### src/rtl/dmem_pkg.sv
// Shared definitions for the data-memory responder: FSM encoding, word width, address check.
// Latency: n/a (constants and a pure function).
// Backpressure: n/a.
package dmem_pkg;

  localparam int WORD_W = 32;

  localparam logic [1:0] IDLE = 2'd0;
  localparam logic [1:0] WAIT = 2'd1;
  localparam logic [1:0] RESP = 2'd2;

  // Misaligned or beyond the array. The full 30-bit word index is compared,
  // so high address bits never alias back into the array.
  function automatic logic addr_err(input logic [WORD_W-1:0] addr,
                                    input int unsigned      depth);
    return (addr[1:0] != 2'b00) || ({2'b00, addr[WORD_W-1:2]} >= depth);
  endfunction

endpackage

### src/rtl/dmem_array.sv
// Word array: synchronous write, synchronous read into a clearable output register.
// Latency: read data appears on the edge that samples rd_en; writes land on the same edge.
// Backpressure: none; the caller sequences accesses.
//
// Ports: clk, rst (async active-low, clears rdata only), rd_en/wr_en/clr access strobes,
//        addr word index, wdata store data, rdata registered read data.
module dmem_array
  import dmem_pkg::*;
#(
  parameter int DEPTH      = 128,
  parameter int INIT_INDEX = 1,
  localparam int AW        = (DEPTH > 1) ? $clog2(DEPTH) : 1
) (
  input  logic              clk,
  input  logic              rst,
  input  logic              rd_en,
  input  logic              wr_en,
  input  logic              clr,
  input  logic [AW-1:0]     addr,
  input  logic [WORD_W-1:0] wdata,
  output logic [WORD_W-1:0] rdata
);

  logic [WORD_W-1:0] words [DEPTH];

  // Contents carry a power-up value only; reset deliberately leaves them alone.
  for (genvar i = 0; i < DEPTH; i++) begin : g_word
    logic [WORD_W-1:0] word_q = (INIT_INDEX != 0) ? WORD_W'(i) : '0;

    always_ff @(posedge clk) begin
      if (wr_en && (addr == AW'(i))) begin
        word_q <= wdata;
      end
    end

    assign words[i] = word_q;
  end

  // Read has priority; clr zeroes the register for stores, errors and after the response.
  always_ff @(posedge clk or negedge rst) begin
    if (!rst) begin
      rdata <= '0;
    end else if (rd_en) begin
      rdata <= words[addr];
    end else if (clr) begin
      rdata <= '0;
    end
  end

endmodule

### src/rtl/dmem_responder.sv
// Handshaked data-memory target: one response (data or ack + error) per accepted request.
// Latency: accept at edge T -> resp_valid sampled high at edge T+LATENCY (LATENCY 1..15).
// Backpressure: one transaction in flight; req_ready low until the response handshakes.
//
// Ports: clk, rst (async active-low); request channel req_valid/req_ready with
//        req_write, req_addr (byte), req_wdata; response channel resp_valid/resp_ready
//        with resp_rdata (0 for stores/errors) and resp_err.
module dmem_responder
  import dmem_pkg::*;
#(
  parameter int DEPTH      = 128,
  parameter int LATENCY    = 2,
  parameter int INIT_INDEX = 1
) (
  input  logic              clk,
  input  logic              rst,
  input  logic              req_valid,
  output logic              req_ready,
  input  logic              req_write,
  input  logic [WORD_W-1:0] req_addr,
  input  logic [WORD_W-1:0] req_wdata,
  output logic              resp_valid,
  input  logic              resp_ready,
  output logic [WORD_W-1:0] resp_rdata,
  output logic              resp_err
);

  localparam int AW = (DEPTH > 1) ? $clog2(DEPTH) : 1;

  logic [1:0]        state, state_nx;
  logic [3:0]        cnt;
  logic              cap_write, cap_err;
  logic [AW-1:0]     cap_idx;
  logic [WORD_W-1:0] cap_wdata;

  logic              accept, hs, commit;
  logic              c_write, c_err;
  logic [AW-1:0]     c_idx;
  logic [WORD_W-1:0] c_wdata;

  assign accept = req_valid && req_ready;
  assign hs     = resp_valid && resp_ready;

  // With LATENCY == 1 the commit edge is the accept edge, so the commit has to
  // see the live request rather than the (not yet loaded) captured copy.
  assign c_write = (state == IDLE) ? req_write                 : cap_write;
  assign c_err   = (state == IDLE) ? addr_err(req_addr, DEPTH) : cap_err;
  assign c_idx   = (state == IDLE) ? req_addr[AW+1:2]          : cap_idx;
  assign c_wdata = (state == IDLE) ? req_wdata                 : cap_wdata;

  // The memory access happens exactly once, on the edge that enters RESP.
  assign commit = (state != RESP) && (state_nx == RESP);

  always_ff @(posedge clk or negedge rst) begin
    if (!rst) begin
      state <= IDLE;
    end else begin
      state <= state_nx;
    end
  end

  always_comb begin
    state_nx = state;
    case (state)
      IDLE:    if (accept) state_nx = (LATENCY == 1) ? RESP : WAIT;
      WAIT:    if (cnt == 4'd0) state_nx = RESP;
      RESP:    if (hs) state_nx = IDLE;
      default: state_nx = IDLE;
    endcase
  end

  always_comb begin
    req_ready  = (state == IDLE);
    resp_valid = (state == RESP);
  end

  always_ff @(posedge clk or negedge rst) begin
    if (!rst) begin
      cnt       <= 4'd0;
      cap_write <= 1'b0;
      cap_err   <= 1'b0;
      cap_idx   <= '0;
      cap_wdata <= '0;
      resp_err  <= 1'b0;
    end else begin
      if (accept) begin
        cap_write <= req_write;
        cap_err   <= addr_err(req_addr, DEPTH);
        cap_idx   <= req_addr[AW+1:2];
        cap_wdata <= req_wdata;
        if (LATENCY > 1) begin
          cnt <= 4'(LATENCY - 2);
        end
      end else if ((state == WAIT) && (cnt != 4'd0)) begin
        cnt <= cnt - 4'd1;
      end

      if (commit) begin
        resp_err <= c_err;
      end else if (hs) begin
        resp_err <= 1'b0;
      end
    end
  end

  // Errored accesses touch nothing; the clear strobe zeroes rdata for them and for stores.
  dmem_array #(
    .DEPTH      (DEPTH),
    .INIT_INDEX (INIT_INDEX)
  ) u_array (
    .clk   (clk),
    .rst   (rst),
    .rd_en (commit && !c_write && !c_err),
    .wr_en (commit &&  c_write && !c_err),
    .clr   (commit || hs),
    .addr  (c_idx),
    .wdata (c_wdata),
    .rdata (resp_rdata)
  );

endmodule

### config.mk
export PLATFORM = sky130hd
export DESIGN_NAME = dmem_responder
export DESIGN_NICKNAME = d
export VERILOG_FILES = /design/src/rtl/dmem_pkg.sv /design/src/rtl/dmem_array.sv /design/src/rtl/dmem_responder.sv
export SDC_FILE = /design/constraint.sdc
export NUM_CORES = 2
export LEC_CHECK = 0
export CAP_MARGIN = 20
export CORE_MARGIN = 1
export CORE_UTILIZATION = 34
export CTS_CLUSTER_SIZE = 8
export DETAILED_ROUTE_END_ITERATION = 6
export SLEW_MARGIN = 20
export SYNTH_ARGS = -nofsm -noshare
export SYNTH_HDL_FRONTEND = slang
export SYNTH_SLANG_ARGS = --single-unit
### constraint.sdc
create_clock -name clk -period 4.2 [get_ports clk]
set_input_delay 1.05 -clock clk [delete_from_list [all_inputs] [get_ports clk]]
set_output_delay 1.05 -clock clk [all_outputs]
set_load 0.005 [all_outputs]
==> flow_metrics.env <==
export IMPL_grt_setup_unrepaired="false"
export IMPL_r2r_end="u_array.rdata[3]"
export IMPL_clkTransAtPathRegs_ns=0.05
export IMPL_ys_seq_area_frac=0.827
export IMPL_path_delay_family="compound AO/OA/AOI/OAI gates"
export IMPL_synth_fa_ha_area_frac=0.0000828
export IMPL_grt_max_degree=129
export IMPL_crit_path_end_kind="register"
export IMPL_drv_cap=0
export IMPL_ir_drop_uv=872
export IMPL_fmax_ghz=0.237
export IMPL_wl_per_cell_um=30.9
export IMPL_async_flop_share=0.0192
export IMPL_cp_start_kind="register"
export IMPL_synth_area_mux_share=0.000132
export IMPL_yosys_area_top_type="edfxtp_1"
export IMPL_critical_path_buf_inv_count=6
export IMPL_combPwrFrac=0.335
export IMPL_cts_made_buffers=593
export IMPL_synth_area_leaders="edfxtp_1 81%, o22ai_1 8.2%, o21ai_0 2.9%"
export IMPL_synth_area_mm2=0.151
export IMPL_ctsLongestPathBuffers=4
export IMPL_vias=95100
export IMPL_ys_ff_latch=4176
export IMPL_yosysMostFrequentCell="edfxtp_1"
export IMPL_grt_pass1_wl_um=688000
export IMPL_placed_area_mm2=0.171
export IMPL_slew_violations=0
export IMPL_synth_warnings=0
export IMPL_p_sw_frac=0.356
export IMPL_worst_r2r_cell_count=14
export IMPL_layout_nets=9977
export IMPL_status="complete, but fails checks"
export IMPL_post_route_period_util=1.00
export IMPL_synth_top_cell_area_share=0.814
export IMPL_htree_levels=6
export IMPL_crit_path_frequent_cell="buf_4"
export IMPL_synth_cell_type_count=57
export IMPL_ctsHoldBuffers=0
export IMPL_num_rows=244
export IMPL_slew_headroom=0.192
export IMPL_fill_cells=38300
export IMPL_violations="setup timing"
export IMPL_route_detailed_drc=0
export IMPL_wl_um=495000
export IMPL_antenna_found_initial=29
export IMPL_start_util=0.342
export IMPL_grt_util_all_layers=0.213
export IMPL_min_period_ns=4.22
export IMPL_multi_input_area_mm2=0.0247
export IMPL_syn_inst=8746
export IMPL_regToRegSetupSlack_ns=-0.02
export IMPL_core_region_area_mm2=0.442
export IMPL_avgViaCountPerCell=5.94
export IMPL_seqPwrFrac=0.373
export IMPL_leakage_nw=58.7
export IMPL_setup_viol=1
export IMPL_cp_cell_sequence="or2_4, inv_4, o21a_4, buf_12, buf_12, buf_4, buf_4, o22ai_1, o21ai_0, a41oi_1, buf_4, o41ai_1, nand3_1, nand2_1"
export IMPL_whs_ns=0.136
export IMPL_io_buffers=103
export IMPL_design_area_mm2=0.188
export IMPL_tightest_slew_ns=1.21
export IMPL_drt_iter0_markers=14900
export IMPL_power_per_cell_area_mw_per_mm2=783
export IMPL_skew_ns=0.0634
export IMPL_fp_dieH_um=669
export IMPL_synth_compound_area_share=0.136
export IMPL_syn_nets=8816
export IMPL_postSynthAreaPerCell_um2=17.3
export IMPL_first_global_vias=92900
export IMPL_p_switching_w=0.0522
export IMPL_cp_required_ns=5.18
export IMPL_pwr_share_clk=0.292
export IMPL_synthTopCellsByCount="4096 x edfxtp_1, 1984 x o22ai_1, 871 x o21ai_0, 366 x buf_2, 261 x nand2_1"
export IMPL_cts_tree="built"
export IMPL_regArea_mm2=0.125
export IMPL_cpPeakStageDelay_ns=0.77
export IMPL_io_pins=104
export IMPL_grt_ovfl_total=0
export IMPL_holdCritPathClass="primary input to async pin"
export IMPL_synthSimpleGateAreaFrac=0.0162
export IMPL_synth_ff_type="edfxtp_1"
export IMPL_area_growth_pct=24.1
export IMPL_cts_sinks=4176
export IMPL_cp_max_fo=28
export IMPL_crit_slowest_cell="o41ai_1"
export IMPL_synth_edff_count=4096
export IMPL_gp_congestion=0.871
export IMPL_place_hpwl_um=292000
export IMPL_path_class="register to register"
export IMPL_ant_nets=0
export IMPL_cts_root_buf="clkbuf_16"
export IMPL_first_pass_iters=6
export IMPL_setup_ws_ns=-0.0174
export IMPL_die_w_um=669
export IMPL_clock_latency_ns=1.05
export IMPL_floorplan_die_area_mm2=0.447
export IMPL_reg2reg_from="state[0]"
export IMPL_arrival_ns=5.20
export IMPL_synth_top_family_by_area="compound AO/OA/AOI/OAI gates"
export IMPL_final_hold_viol_count=0
export IMPL_drive_above_1_share=0.193
export IMPL_p_int_w=0.0947
export IMPL_synth_xor_area_frac=0.000116
==> how the worst max path moves through the flow <==
stage                startpoint                            to  slack (ns)  depth (start not counted)
global route           state[0]                     req_ready        0.02                          4
CTS                    state[0]              u_array.rdata[5]      -0.009                         13
finish                 state[0]              u_array.rdata[3]       -0.02                         14
detailed placement  req_addr[2]              u_array.rdata[5]       -1.01                         13
global placement    req_addr[3]             u_array.rdata[21]       -2.42                         12
floorplan           req_addr[2]  u_array.g_word[76].word_q[0]       -0.24                          9
==> layout by cell type, fill, tap and decap left out, drive strengths merged, types with 3 or more instances in the layout <==
cell	synthesis	final
a41oi	157	157
a31oi	3	3
o31a	3	3
a221oi	13	13
a21oi	48	48
buf	419	1089
nand3	16	16
a41o	5	5
o41ai	28	28
o21ai	1019	1019
a32o	21	21
o22ai	1984	1984
or2	3	3
o31ai	3	3
nand4	86	86
clkbuf	206	729
clkinv	0	32
inv	7	26
dfrtp	80	80
nand2b	7	7
diode	0	22
nor4	20	20
edfxtp	4096	4096
a22oi	64	64
clkdlybuf4s50	0	102
or3	3	3
o21a	7	7
nand2	261	261
a222oi	15	15
nor2	148	148
==> metrics by stage <==
stage                     setup TNS (ns)  utilization  total power [W]  worst slack (ns)  cells
after floorplan                  -708.97            -           0.0779            -0.239   8746
after global placement           -222.62        0.386            0.102             -2.42  15200
after detailed placement         -256.29        0.387            0.103             -1.01  15200
after CTS                       -0.00913        0.424            0.146          -0.00913  16000
after global routing                   0        0.424            0.150            0.0160  16000
final                            -0.0174        0.424            0.147           -0.0174  16000
==> flip-flops by register name (all words and copies together) (netlist names) <==
register and flops:
u_array.g_word.word_q 4096, u_array.rdata 32, cap_err 1, cap_idx 7, cap_write 1, state 2
cap_wdata 32, resp_err 1, cnt 4
==> layer usage <==
layer / up-vias / part of all wire / GRT usage
li1: 38900 / - / -
met1: 48900 / 0.38 / 0.283
met2: 6264 / 0.46 / 0.339
met3: 1016 / 0.11 / 0.0482
met4: 16 / 0.043 / 0.0862
met5: - / 0.00019 / 0
==> worst reg2reg max path: cells and delay by family, from the launching register on <==
kind	cells	cell delay (ns)
simple gates	3	0.67
compound gates	5	1.61
flops	1	0.48
buf+inv	6	1.42
==> power groups by stage <==
stage / Combinational (W) / Clock [W] / Sequential, W
finish: 0.0492 / 0.0430 / 0.0547
global route: 0.0508 / 0.0450 / 0.0547
CTS: 0.0480 / 0.0433 / 0.0547
detailed placement: 0.0478 / 0 / 0.0555
global placement: 0.0466 / 0 / 0.0554
floorplan: 0.0213 / 0 / 0.0566
==> cells by family after synthesis <==
group                      Yosys count
DFF                               4176
adders and majority gates            1
buffers and inverters              632
muxes                                2
xor gates and xnor gates             2
and+or+nand+nor                    555
AOI/OAI and AO/OA                 3378
==> what timing repair did <==
action	4_1_cts	5_1_grt
hold endpoints to repair	0	0
buffers inserted	0	4
setup endpoints to repair	3	3
pin swaps	0	1
cloned	0	0
resized for setup	3	2
==> final cells by class <==
type	instances	share of cell area
well taps	5904	0.0394
clock inverters	52	0.00541
multi-input cells	3938	0.131
diodes	22	0.000293
repair buffers	1191	0.0745
clock buffers	729	0.0826
flip-flops and latches	4176	0.666
inverters	7	0.000153
Power figures use the tool's default switching activity.
